$ cat config.mk
export PLATFORM = sky130hd
export DESIGN_NAME = stepper_seq_ctrl_flat
export DESIGN_NICKNAME = d
export VERILOG_FILES = /design/src/rtl/stepper_seq_ctrl_pkg.sv /design/src/rtl/stepper_seq_ctrl_if.sv /design/src/rtl/stepper_seq_ctrl_step_rate_div.sv /design/src/rtl/stepper_seq_ctrl.sv /design/src/flat_wrapper.sv
export SDC_FILE = /design/constraint.sdc
export NUM_CORES = 1
export LEC_CHECK = 0
export CORE_UTILIZATION = 30
export CTS_CLUSTER_DIAMETER = 60
export DETAILED_ROUTE_END_ITERATION = 8
export GPL_TIMING_DRIVEN = 0
export PLACE_DENSITY = 0.47
export RECOVER_POWER = 100
export SKIP_CTS_REPAIR_TIMING = 1
export SLEW_MARGIN = 20
export SYNTH_ARGS = -nofsm -noshare
export SYNTH_HDL_FRONTEND = slang
export SYNTH_SLANG_ARGS = --single-unit
export TNS_END_PERCENT = 100
$ cat constraint.sdc
create_clock -name fpga_clk -period 3.25 [get_ports fpga_clk]
set_clock_uncertainty 0.1 [all_clocks]
set_input_delay 0.65 -clock fpga_clk [delete_from_list [all_inputs] [get_ports fpga_clk]]
set_output_delay 0.65 -clock fpga_clk [all_outputs]
set_load 0.05 [all_outputs]
$ cat src/rtl/stepper_seq_ctrl_pkg.sv
// Shared types and constants for the stepping-motor sequencer.
package stepper_pkg;

  // Sequencer states; exported on the debug port so checkers can bind to them.
  typedef enum logic [1:0] {
    IDLE = 2'd0,
    RUN  = 2'd1,
    DONE = 2'd2
  } state_t;

  // Coil patterns {A,B,C,D}; entry i sits at PHASE_TABLE[i].
  // Even indices energize one coil, odd indices energize two (half-step points).
  localparam logic [7:0][3:0] PHASE_TABLE = {
    4'b1001,  // 7
    4'b0001,  // 6
    4'b0011,  // 5
    4'b0010,  // 4
    4'b0110,  // 3
    4'b0100,  // 2
    4'b1100,  // 1
    4'b1000   // 0
  };

  // Phase-index increment per step, which equals the position increment in half-step units.
  localparam logic [2:0] FULL_INC = 3'd2;
  localparam logic [2:0] HALF_INC = 3'd1;

  // Next phase index; the 3-bit width gives the modulo-8 wrap for free,
  // and a full step moves by 2 so index parity is preserved.
  function automatic logic [2:0] next_phase(input logic [2:0] idx,
                                            input logic       dir,
                                            input logic       half);
    logic [2:0] inc;
    inc = half ? HALF_INC : FULL_INC;
    return dir ? (idx + inc) : (idx - inc);
  endfunction

endpackage

$ cat src/rtl/stepper_seq_ctrl_if.sv
// Command / status bundle for the stepping-motor sequencer.
//
// Handshake: a command transfers on a clock edge where cmd_valid and cmd_ready
// are both high. cmd_ready is high only while the sequencer is idle, so at most
// one command is in flight. The command fields are sampled only on that edge
// and ignored at every other time. Completion is reported by a one-cycle done
// pulse, and aborted qualifies that pulse.
interface stepper_seq_ctrl_if #(
  parameter int CNT_W = 16,
  parameter int DIV_W = 8,
  parameter int POS_W = 32
) ();

  logic                    cmd_valid;
  logic                    cmd_ready;
  logic [CNT_W-1:0]        cmd_steps;
  logic                    cmd_dir;
  logic                    cmd_half;
  logic [DIV_W-1:0]        cmd_div;
  logic                    abort;
  logic [3:0]              coil;
  logic                    busy;
  logic                    done;
  logic                    aborted;
  logic signed [POS_W-1:0] pos;
  stepper_pkg::state_t     fsm_state;

  // Command source side (controller or testbench).
  modport master (
    output cmd_valid, cmd_steps, cmd_dir, cmd_half, cmd_div, abort,
    input  cmd_ready, coil, busy, done, aborted, pos, fsm_state
  );

  // Sequencer side.
  modport slave (
    input  cmd_valid, cmd_steps, cmd_dir, cmd_half, cmd_div, abort,
    output cmd_ready, coil, busy, done, aborted, pos, fsm_state
  );

endinterface

$ cat src/rtl/stepper_seq_ctrl_step_rate_div.sv
// Rate prescaler: passes one of every (div+1) step_tick pulses as step_en.
module step_rate_div #(
  parameter int DIV_W = 8
) (
  input  logic             fpga_clk,
  input  logic             rst,
  input  logic             clr,
  input  logic             step_tick,
  input  logic [DIV_W-1:0] div,
  output logic             step_en
);

  logic [DIV_W-1:0] div_cnt;

  // The tick that finds the counter at the terminal value is the one passed on.
  assign step_en = step_tick && (div_cnt == div);

  // Count ticks; clr restarts the count for a freshly accepted command.
  always_ff @(posedge fpga_clk) begin
    if (rst || clr) begin
      div_cnt <= '0;
    end else if (step_tick) begin
      div_cnt <= step_en ? '0 : div_cnt + 1'b1;
    end
  end

endmodule

$ cat src/rtl/stepper_seq_ctrl.sv
// Command-driven sequencer for a 4-wire unipolar stepping motor.
// Accepts one move command at a time, walks the coil phase table at a
// prescaled step rate, tracks absolute position and reports completion.
module stepper_seq_ctrl
  import stepper_pkg::*;
#(
  parameter int CNT_W   = 16,
  parameter int DIV_W   = 8,
  parameter int POS_W   = 32,
  parameter bit HOLD_EN = 1'b1
) (
  input  logic               fpga_clk,
  input  logic               rst,
  input  logic               step_tick,
  stepper_seq_ctrl_if.slave  bus
);

  // Architectural state.
  state_t           state;
  logic [2:0]       phase_idx;
  logic             energized;
  logic [CNT_W-1:0] remaining;
  logic [POS_W-1:0] pos_q;
  logic             aborted_q;
  logic [3:0]       coil_q;

  // Command fields captured at acceptance.
  logic             dir_q;
  logic             half_q;
  logic [DIV_W-1:0] div_q;

  // Next-state values.
  state_t           state_nx;
  logic [2:0]       phase_nx;
  logic             energized_nx;
  logic [CNT_W-1:0] remaining_nx;
  logic [POS_W-1:0] pos_nx;
  logic             aborted_nx;

  logic             accept;
  logic             run_tick;
  logic             step_en;
  logic [POS_W-1:0] pos_step;

  assign accept   = (state == IDLE) && bus.cmd_valid;
  // Abort outranks a coincident tick, so the prescaler never sees that tick.
  assign run_tick = step_tick && (state == RUN) && !bus.abort;
  assign pos_step = half_q ? POS_W'(HALF_INC) : POS_W'(FULL_INC);

  step_rate_div #(
    .DIV_W (DIV_W)
  ) u_rate_div (
    .fpga_clk  (fpga_clk),
    .rst       (rst),
    .clr       (accept),
    .step_tick (run_tick),
    .div       (div_q),
    .step_en   (step_en)
  );

  // Next-state and datapath decisions for the sequencer FSM.
  always_comb begin
    state_nx     = state;
    phase_nx     = phase_idx;
    energized_nx = energized;
    remaining_nx = remaining;
    pos_nx       = pos_q;
    aborted_nx   = aborted_q;
    unique case (state)
      IDLE: begin
        if (bus.cmd_valid) begin
          aborted_nx   = 1'b0;
          remaining_nx = bus.cmd_steps;
          // A zero-length move completes without any motion.
          state_nx     = (bus.cmd_steps == '0) ? DONE : RUN;
        end
      end
      RUN: begin
        if (bus.abort) begin
          aborted_nx = 1'b1;
          state_nx   = DONE;
        end else if (step_en) begin
          phase_nx     = next_phase(phase_idx, dir_q, half_q);
          energized_nx = 1'b1;
          pos_nx       = dir_q ? (pos_q + pos_step) : (pos_q - pos_step);
          // remaining is nonzero throughout RUN, so this cannot underflow.
          remaining_nx = remaining - 1'b1;
          if (remaining == CNT_W'(1)) begin
            state_nx = DONE;
          end
        end
      end
      DONE: begin
        state_nx   = IDLE;
        aborted_nx = 1'b0;
        if (!HOLD_EN) begin
          energized_nx = 1'b0;
        end
      end
      default: begin
        state_nx = IDLE;
      end
    endcase
  end

  // State registers; coil is registered from the next phase so a new
  // pattern appears in the cycle right after the stepping tick.
  always_ff @(posedge fpga_clk) begin
    if (rst) begin
      state     <= IDLE;
      phase_idx <= 3'd0;
      energized <= 1'b0;
      remaining <= '0;
      pos_q     <= '0;
      aborted_q <= 1'b0;
      coil_q    <= 4'b0000;
    end else begin
      state     <= state_nx;
      phase_idx <= phase_nx;
      energized <= energized_nx;
      remaining <= remaining_nx;
      pos_q     <= pos_nx;
      aborted_q <= aborted_nx;
      coil_q    <= energized_nx ? PHASE_TABLE[phase_nx] : 4'b0000;
    end
  end

  // Command capture; fields are only sampled on the accepting edge.
  always_ff @(posedge fpga_clk) begin
    if (rst) begin
      dir_q  <= 1'b0;
      half_q <= 1'b0;
      div_q  <= '0;
    end else if (accept) begin
      dir_q  <= bus.cmd_dir;
      half_q <= bus.cmd_half;
      div_q  <= bus.cmd_div;
    end
  end

  assign bus.cmd_ready = (state == IDLE);
  assign bus.busy      = (state != IDLE);
  assign bus.done      = (state == DONE);
  assign bus.aborted   = aborted_q;
  assign bus.pos       = pos_q;
  assign bus.coil      = coil_q;
  assign bus.fsm_state = state;

endmodule

$ cat src/flat_wrapper.sv
// flat-port wrapper written by rule: the top's interface ports become plain ports
module stepper_seq_ctrl_flat import stepper_pkg::*;
#(
  parameter int CNT_W   = 16,
  parameter int DIV_W   = 8,
  parameter int POS_W   = 32,
  parameter bit HOLD_EN = 1'b1
)
  (fpga_clk, rst, step_tick, bus_cmd_valid, bus_cmd_steps, bus_cmd_dir, bus_cmd_half, bus_cmd_div, bus_abort, bus_cmd_ready, bus_coil, bus_busy, bus_done, bus_aborted, bus_pos, bus_fsm_state);
  stepper_seq_ctrl_if #(.CNT_W(CNT_W), .DIV_W(DIV_W), .POS_W(POS_W)) bus_i ();
  input  logic fpga_clk;
  input  logic rst;
  input  logic step_tick;
  input wire logic [$bits(bus_i.cmd_valid)-1:0] bus_cmd_valid;
  input wire logic [$bits(bus_i.cmd_steps)-1:0] bus_cmd_steps;
  input wire logic [$bits(bus_i.cmd_dir)-1:0] bus_cmd_dir;
  input wire logic [$bits(bus_i.cmd_half)-1:0] bus_cmd_half;
  input wire logic [$bits(bus_i.cmd_div)-1:0] bus_cmd_div;
  input wire logic [$bits(bus_i.abort)-1:0] bus_abort;
  output wire logic [$bits(bus_i.cmd_ready)-1:0] bus_cmd_ready;
  output wire logic [$bits(bus_i.coil)-1:0] bus_coil;
  output wire logic [$bits(bus_i.busy)-1:0] bus_busy;
  output wire logic [$bits(bus_i.done)-1:0] bus_done;
  output wire logic [$bits(bus_i.aborted)-1:0] bus_aborted;
  output wire logic [$bits(bus_i.pos)-1:0] bus_pos;
  output wire logic [$bits(bus_i.fsm_state)-1:0] bus_fsm_state;
  assign bus_i.cmd_valid = bus_cmd_valid;
  assign bus_i.cmd_steps = bus_cmd_steps;
  assign bus_i.cmd_dir = bus_cmd_dir;
  assign bus_i.cmd_half = bus_cmd_half;
  assign bus_i.cmd_div = bus_cmd_div;
  assign bus_i.abort = bus_abort;
  assign bus_cmd_ready = bus_i.cmd_ready;
  assign bus_coil = bus_i.coil;
  assign bus_busy = bus_i.busy;
  assign bus_done = bus_i.done;
  assign bus_aborted = bus_i.aborted;
  assign bus_pos = bus_i.pos;
  assign bus_fsm_state = bus_i.fsm_state;
  stepper_seq_ctrl #(.CNT_W(CNT_W), .DIV_W(DIV_W), .POS_W(POS_W), .HOLD_EN(HOLD_EN)) u_core (.fpga_clk(fpga_clk), .rst(rst), .step_tick(step_tick), .bus(bus_i));
endmodule
==> metrics.csv, run 1 <==
stage,metric,value,unit
synthesis,Adder-Cell Fraction of Synth Area,9.26,%
synthesis,combinational family with the most area after synthesis,compound AO/OA/AOI/OAI gates,
pwr,largest voltage drop on the vdd net,0.000278,V
setup_path,crit-path max FO,10,
die,number of rows created at floorplan,47,
setup_path,ordered list of cells on the worst path,clkdlybuf4s50_1 > nor3b_4 > nand2_1 > nor4_4 > and3_2 > buf_6 > clkbuf_1 > nand2_1 > a21oi_1,
sta,Final Max Slew Viols,0,
synthesis,Mapped Area,5160,µm²
route,DRC marker count from the first detailed-route iteration,303,
sta,Final period util,93.1,%
placement,global placement routability congestion,0.860,
synthesis,Commonest cells post-synth,"107 x sky130_fd_sc_hd__nand2_1, 86 x sky130_fd_sc_hd__a21oi_1, 77 x sky130_fd_sc_hd__dfxtp_1",
placement,post-DP HPWL,12.0,mm
finish,Post-Layout Inst Area,6490,µm²
global_route,vias in the first global route,5036,
global_route,final global-route overflow total,0,
setup_path,"Max stage delay cell, worst path",sky130_fd_sc_hd__clkbuf_1,
min_path,Hold Crit Class,reg -> reg,
clock_tree,clock latency of the later-clocked register in the worst-skew pair,0.35,ns
run,max cap viols,0,
sta,max frequency,331,MHz
die,die outline area,17700,µm²
synthesis,"Seq/Total Area, Yosys",29.9,%
finish,share of final-layout standard cells stronger than drive strength 1,4.44,%
synthesis,fraction of the mapped netlist area in compound gates,25.8,%
global_route,initial antenna violation count,0,
global_route,gr usage total,18.7,%
finish,antenna fix cells,0,
synthesis,most area-consuming cells after synthesis,"sky130_fd_sc_hd__dfxtp_1 30%, sky130_fd_sc_hd__ha_1 8.5%, sky130_fd_sc_hd__a21oi_1 8.3%",
clock_tree,H-tree levels,3,
setup_path,critical path's most frequent cell,sky130_fd_sc_hd__nand2_1,
clock_tree,clock root buffer,sky130_fd_sc_hd__clkbuf_16,
placement,Post-Place Cell Area,6150,µm²
synthesis,Avg Inst Size Synth,7.59,µm²
clock_tree,"Clk pin slew, worst setup/hold paths",0.07,ns
finish,number of nets in the final layout,829,
setup_path,peak per-stage delay on the critical path,0.50,ns
setup_path,critical path required time,3.42,ns
synthesis,count of different cell masters after synthesis,62,
finish,count of fill cells added during filler insertion,1793,
global_route,pin count of the biggest net entering global routing,33,
sta,Period minus WS final,3.02,ns
synthesis,synthesized-area fraction occupied by xor and xnor cells,5.26,%
route,First-pass DRT Iterations,5,
synthesis,top cell type's share of synthesized area,29.9,%
pwr,leakage power total,2.72,nW
setup_path,buffer and inverter count on the worst path,3,
synthesis,cell taking the most area after synthesis,sky130_fd_sc_hd__dfxtp_1,
synthesis,dominant cell by count in the synthesized netlist,sky130_fd_sc_hd__nand2_1,
synthesis,warnings from Yosys,0,
route,WL per Instance,16.5,µm
global_route,wire length of the first global-routing pass,26.0,mm
die,initial core utilization,30.9,%
sta,final setup fails,0,
sta,final count of hold timing violations,0,
setup_path,critical path startpoint category,input port,
sta,unrepaired setup endpoints after global routing,no,
clock_tree,Inserted Clock Buffers,9,
setup_path,type of the worst setup path,in -> reg,
clock_tree,Clock Tree Buf Depth,2,
setup_path,kind of cell with the highest combined delay on the critical path,simple AND/OR/NAND/NOR gates,
synthesis,number of enable flip-flop cells after synthesis,0,
die,width of the die,133,µm
sta,Max-slew headroom,43.5,%
route,post-DR vias/cell,5.35,
placement,dpl cells,971,
pwr,Pwr per Cell Area,540,nW/µm²
synthesis,"Primary FF master, synth",sky130_fd_sc_hd__dfxtp_1,
synthesis,number of nets in the synthesized netlist,748,
synthesis,proportion of synthesized flip-flops having asynchronous set or reset,0,%
route,Final ANT Viol Nets,0,
clock_tree,number of sinks on the clock net,77,
finish,synthesis-to-layout area growth,25.8,%
setup_path,type of element capturing the critical path,register,
route,DR DRC count,0,
synthesis,mux cell area share after synthesis,0.388,%
route,total via count in the routed design,5266,
synthesis,post-synthesis cell count,680,
die,core region area,16700,µm²
route,overall routed net length,16.3,mm
synthesis,simple-gate share of the synthesized area,25.4,%
synthesis,Seq cells post-synth,77,
status,result of the run,"complete, no violations",
sta,transition time of the tightest slew-check pin,0.840,ns
placement,number of input and output port buffers inserted,71,
die,vertical extent of the die,133,µm
clock_tree,CTS tree,yes,
die,Ports,73,
setup_path,CP arrival,3.20,ns
pwr,Final Total Pwr,3.51,mW
sta,sum of negative setup slack,0,ns
finish,Layout Cells excl Fill,985,
[stage by stage]
step           setup slack [ns]  hold WS, ns  utilization (%)
2_1_floorplan             0.123        0.348                -
3_3_place_gp             -0.725        0.361             36.8
3_5_place_dp             -0.381        0.368             36.8
4_1_cts                  -0.401        0.376             38.8
5_1_grt                  0.0471        0.400             38.9
6_report                  0.226        0.372             38.9
[per-layer routing]
layer	part of all wire [%]	up-vias	global-route usage [%]	routed length, µm
li1	-	2625	-	-
met1	47	2490	24.1	7630
met2	48	130	31.5	7730
met3	4.0	21	2.85	647
met4	1.6	0	7.07	258
met5	0	-	0	0
[kinds of logic (layout without fill, tap and decap cells)]
kind of cell / after synthesis / in the layout
buffers and inverters: 49 / 134
AO/OA/AOI/OAI: 214 / 214
multiplexers: 2 / 2
flip-flops: 77 / 77
XOR/XNOR: 31 / 31
AND/OR/NAND/NOR: 270 / 270
adder cells (fa/ha/maj): 37 / 37
[layout by cell type, fill, tap and decap left out, types with 6 or more instances in the layout]
cell type                         netlist  final
sky130_fd_sc_hd__nand3_1               26     26
sky130_fd_sc_hd__nand4_1               10     10
sky130_fd_sc_hd__clkbuf_16              0      9
sky130_fd_sc_hd__xnor2_1               15     15
sky130_fd_sc_hd__dfxtp_1               77     76
sky130_fd_sc_hd__clkbuf_1              24     25
sky130_fd_sc_hd__nor4_1                 6      6
sky130_fd_sc_hd__dlygate4sd3_1          0     43
sky130_fd_sc_hd__ha_1                  35     35
sky130_fd_sc_hd__a211oi_1              10      9
sky130_fd_sc_hd__nand2_1              107    108
sky130_fd_sc_hd__o21ai_0               33     34
sky130_fd_sc_hd__nor2_1                50     50
sky130_fd_sc_hd__inv_1                 16     15
sky130_fd_sc_hd__a21oi_1               86     86
sky130_fd_sc_hd__or3_1                 12     12
sky130_fd_sc_hd__clkdlybuf4s50_1        0     28
sky130_fd_sc_hd__a21o_1                20     20
sky130_fd_sc_hd__and3_1                11     11
sky130_fd_sc_hd__nor2b_1                7      7
sky130_fd_sc_hd__o211ai_1               8      8
sky130_fd_sc_hd__xor2_1                16     16
sky130_fd_sc_hd__nor3_1                12     13
[where the power goes]
group	leakage, nW	internal, mW	switching [mW]
sequential	0.626	1.02	0.0836
clock	0.162	0.744	0.420
combinational	1.94	0.451	0.789
total	2.72	2.21	1.29
[registers in the layout, indices dropped and copies added (netlist names)]
| name | cells |
|---|---|
| u_core.bus.aborted | 1 |
| u_core.u_rate_div.div_cnt | 8 |
| u_core.dir_q | 1 |
| u_core.energized | 1 |
| u_core.half_q | 1 |
| u_core.remaining | 16 |
| u_core.phase_idx | 3 |
| u_core.bus.coil | 4 |
| u_core.bus.pos | 32 |
| u_core.bus.fsm_state | 2 |
| u_core.div_q | 8 |
[tightest hold or removal path: stages, from the launching register on]
cell	delay, ns
sky130_fd_sc_hd__dfxtp_1	0.32
sky130_fd_sc_hd__nand2_1	0.06
sky130_fd_sc_hd__a21oi_1	0.05
[path summary, 6_finish.rpt]
kind | endpoint | cells past startpoint | slack, ns | start
worst max-delay path | u_core.bus.pos[23] | 9 | 0.23 | bus_abort
worst min register to register | u_core.bus.pos[10] | 2 | 0.37 | u_core.bus.pos[10]
worst min-delay path | u_core.bus.pos[10] | 2 | 0.37 | u_core.bus.pos[10]
worst max register to register | u_core.bus.pos[26] | 10 | 0.29 | u_core.dir_q
[cell type report]
cell class                 count  area [µm²]  share of cell area [%]
buffer                        32         145                    2.24
clock buffer                  10         229                    3.53
clock inverter                 5         100                    1.54
inverter                      16        65.1                    1.00
multi-input combinational    554        3430                    52.8
sequential                    77        1540                    23.8
tap                          220         275                    4.24
timing repair buffer          71         711                    10.9
Note: power is estimated with default switching activity, not from simulation.
==> run 2, diff against run 1 <==
--- a/config.mk
+++ b/config.mk
@@ -10,7 +10,6 @@
 export DETAILED_ROUTE_END_ITERATION = 8
 export GPL_TIMING_DRIVEN = 0
 export PLACE_DENSITY = 0.47
-export RECOVER_POWER = 100
 export SKIP_CTS_REPAIR_TIMING = 1
 export SLEW_MARGIN = 20
 export SYNTH_ARGS = -nofsm -noshare
==> run 2 against run 1 <==
Sequential power is essentially flat. Clock-buffer cell count is the same. Combinational power about the same. Hold slack gained 0.0031 ns. Via count shrank 0.21%. Non-clock buffer count did not move. Sequential share of layout area hardly changed. Total power increased by 0.37%. Largest power group unchanged. Utilization up 0.052 points. Worst setup slack gained 0.059 ns. Critical endpoint is now u_core.bus.pos[16]. Largest cell class unchanged.
==> metrics.csv, run 2 (synthesized netlist as in run 1, its figures left out) <==
stage,metric,value,unit,change
sta,final count of hold timing violations,0,,unchanged
route,met3 layer wire length in the routed design,660,µm,+2.0%
placement,number of input and output port buffers inserted,71,,unchanged
setup_path,"Max stage delay cell, worst path",sky130_fd_sc_hd__clkdlybuf4s50_1,,
route,highest metal used,met4,,
clock_tree,clock root buffer,sky130_fd_sc_hd__clkbuf_16,,
placement,pre-CTS setup slack,-0.381,ns,unchanged
sta,Final WS setup,0.284,ns,+0.0586 ns
global_route,wire length of the first global-routing pass,26.0,mm,unchanged
setup_path,ordered list of cells on the worst path,clkdlybuf4s50_1 > nor3b_4 > nand2_2 > nor4_4 > nand3_2 > clkbuf_1 > clkbuf_1 > nand3_1 > o21ai_0,,
global_route,final global-route overflow total,0,,unchanged
finish,number of nets in the final layout,829,,unchanged
route,wire length the detailed router placed on met1,7.60,mm,-0.43%
placement,global placement routability congestion,0.860,,unchanged
die,number of rows created at floorplan,47,,unchanged
setup_path,type of the worst setup path,in -> reg,,
setup_path,critical path's most frequent cell,sky130_fd_sc_hd__clkbuf_1,,
global_route,pin count of the biggest net entering global routing,33,,unchanged
clock_tree,CTS tree,yes,,
placement,Post-Place Cell Area,6150,µm²,unchanged
route,Final ANT Viol Nets,0,,unchanged
clock_tree,Inserted Clock Buffers,9,,unchanged
sta,Final Max Slew Viols,0,,unchanged
sta,transition time of the tightest slew-check pin,0.847,ns,+0.00677 ns
setup_path,crit-path max FO,10,,unchanged
route,routed wl met2,7.67,mm,-0.76%
sta,Period minus WS final,2.97,ns,-0.0586 ns
finish,"most common cell after layout, fill and taps aside",sky130_fd_sc_hd__nand2_1,,
route,DR DRC count,0,,unchanged
min_path,min-delay src,u_core.bus.pos[10],,
min_path,Cells on Worst Hold Path,2,,unchanged
pwr,largest voltage drop on the vdd net,0.000276,V,-0.79%
setup_path,CP Launch Point,bus_abort,,
status,result of the run,"complete, no violations",,
global_route,initial antenna violation count,0,,unchanged
global_route,gr usage total,18.7,%,unchanged
sta,max frequency,337,MHz,+2.0%
setup_path,peak per-stage delay on the critical path,0.45,ns,-0.05 ns
setup_path,type of element capturing the critical path,register,,
die,vertical extent of the die,133,µm,unchanged
route,total via count in the routed design,5255,,-0.21%
route,WL per Instance,16.5,µm,-0.35%
finish,Post-Layout Inst Area,6500,µm²,+0.13%
setup_path,R2R depth,10,,unchanged
finish,antenna fix cells,0,,unchanged
clock_tree,clock latency of the later-clocked register in the worst-skew pair,0.34,ns,about the same
clock_tree,"Clk pin slew, worst setup/hold paths",0.06,ns,about the same
setup_path,launch point of the worst reg-to-reg path,u_core.dir_q,,
sta,worst hold-check slack,0.375,ns,+0.00311 ns
die,die outline area,17700,µm²,unchanged
die,width of the die,133,µm,unchanged
clock_tree,H-tree levels,3,,unchanged
sta,Final period util,91.3,%,-1.8 points
finish,"commonest cells after routing, fill and taps aside","107 x sky130_fd_sc_hd__nand2_1, 86 x sky130_fd_sc_hd__a21oi_1, 76 x sky130_fd_sc_hd__dfxtp_1",,
sta,Max-slew headroom,43.0,%,-0.46 points
setup_path,critical path required time,3.37,ns,-0.05 ns
placement,post-DP HPWL,12.0,mm,unchanged
route,post-DR vias/cell,5.34,,-0.21%
die,initial core utilization,30.9,%,unchanged
sta,final setup fails,0,,unchanged
pwr,leakage power total,2.59,nW,-4.8%
pwr,Final Total Pwr,3.52,mW,+0.37%
pwr,Pwr per Cell Area,541,nW/µm²,+0.24%
die,core region area,16700,µm²,unchanged
setup_path,critical path startpoint category,input port,,
route,DRC marker count from the first detailed-route iteration,273,,-9.9%
setup_path,CP arrival,3.09,ns,-0.11 ns
sta,unrepaired setup endpoints after global routing,no,,
clock_tree,Clock Tree Buf Depth,2,,unchanged
finish,share of final-layout standard cells stronger than drive strength 1,4.84,%,+0.39 points
die,Ports,73,,unchanged
finish,synthesis-to-layout area growth,26.0,%,
global_route,vias in the first global route,5036,,unchanged
min_path,Hold Crit Class,reg -> reg,,
route,First-pass DRT Iterations,4,,-1
finish,count of fill cells added during filler insertion,1793,,unchanged
route,overall routed net length,16.2,mm,-0.35%
run,max cap viols,0,,unchanged
finish,max FFs per register,32,,unchanged
clock_tree,number of sinks on the clock net,77,,unchanged
run 2: cell count changes in the layout (fill, tap and decap cells not counted):
cell	before	now
sky130_fd_sc_hd__clkbuf_2	2	0
sky130_fd_sc_hd__buf_2	3	6
sky130_fd_sc_hd__nor3_2	0	1
sky130_fd_sc_hd__nand2_1	108	107
sky130_fd_sc_hd__dlygate4sd3_1	43	0
sky130_fd_sc_hd__clkdlybuf4s50_1	28	71
sky130_fd_sc_hd__clkbuf_1	25	24
sky130_fd_sc_hd__o21ai_0	34	33
sky130_fd_sc_hd__o21ai_1	4	5
sky130_fd_sc_hd__nor3_1	13	12
sky130_fd_sc_hd__nand2_2	0	1
run 2: metal layers:
layer / GRT usage [%] / vias to the layer above
met5: 0 / -
met4: 7.07 / 0
met3: 2.85 / 20
met2: 31.5 / 128
met1: 24.1 / 2479
li1: - / 2628
run 2: cell type report:
type	instances	area [µm²]	share of cell area [%]
clock buffers	10	229	3.52
flip-flops and latches	77	1540	23.7
inverters	16	65.1	1.00
well taps	220	275	4.23
plain buffers	32	146	2.25
repair buffers	71	711	10.9
clock inverters	5	100	1.54
multi-input cells	554	3430	52.8
run 2: final timing paths:
kind / end / slack (ns)
min reg2reg: u_core.bus.pos[10] / 0.38
max: u_core.bus.pos[16] / 0.28
min: u_core.bus.pos[10] / 0.38
max reg2reg: u_core.bus.pos[26] / 0.29
run 2: through the flow:
step           setup TNS [ns]  std cells  utilization (%)
6_report                    0        985             38.9
5_1_grt                     0        985             38.9
4_1_cts                 -1.92        986             38.8
3_5_place_dp            -3.80        971             36.8
3_3_place_gp            -8.33        971             36.8
2_1_floorplan               0        680                -
run 2: critical path: cells and delay by family:
kind / cells / cell delay [ns]
compound gates: 1 / 0.09
buf+inv: 3 / 1.10
simple gates: 5 / 1.23
run 2: report_power, final:
part | leakage, nW | switching [mW] | internal (mW) | total, mW
sequential | 0.626 | 0.0842 | 1.02 | 1.10
combinational | 1.80 | 0.790 | 0.463 | 1.25
clock | 0.162 | 0.419 | 0.744 | 1.16
total | 2.59 | 1.29 | 2.23 | 3.52
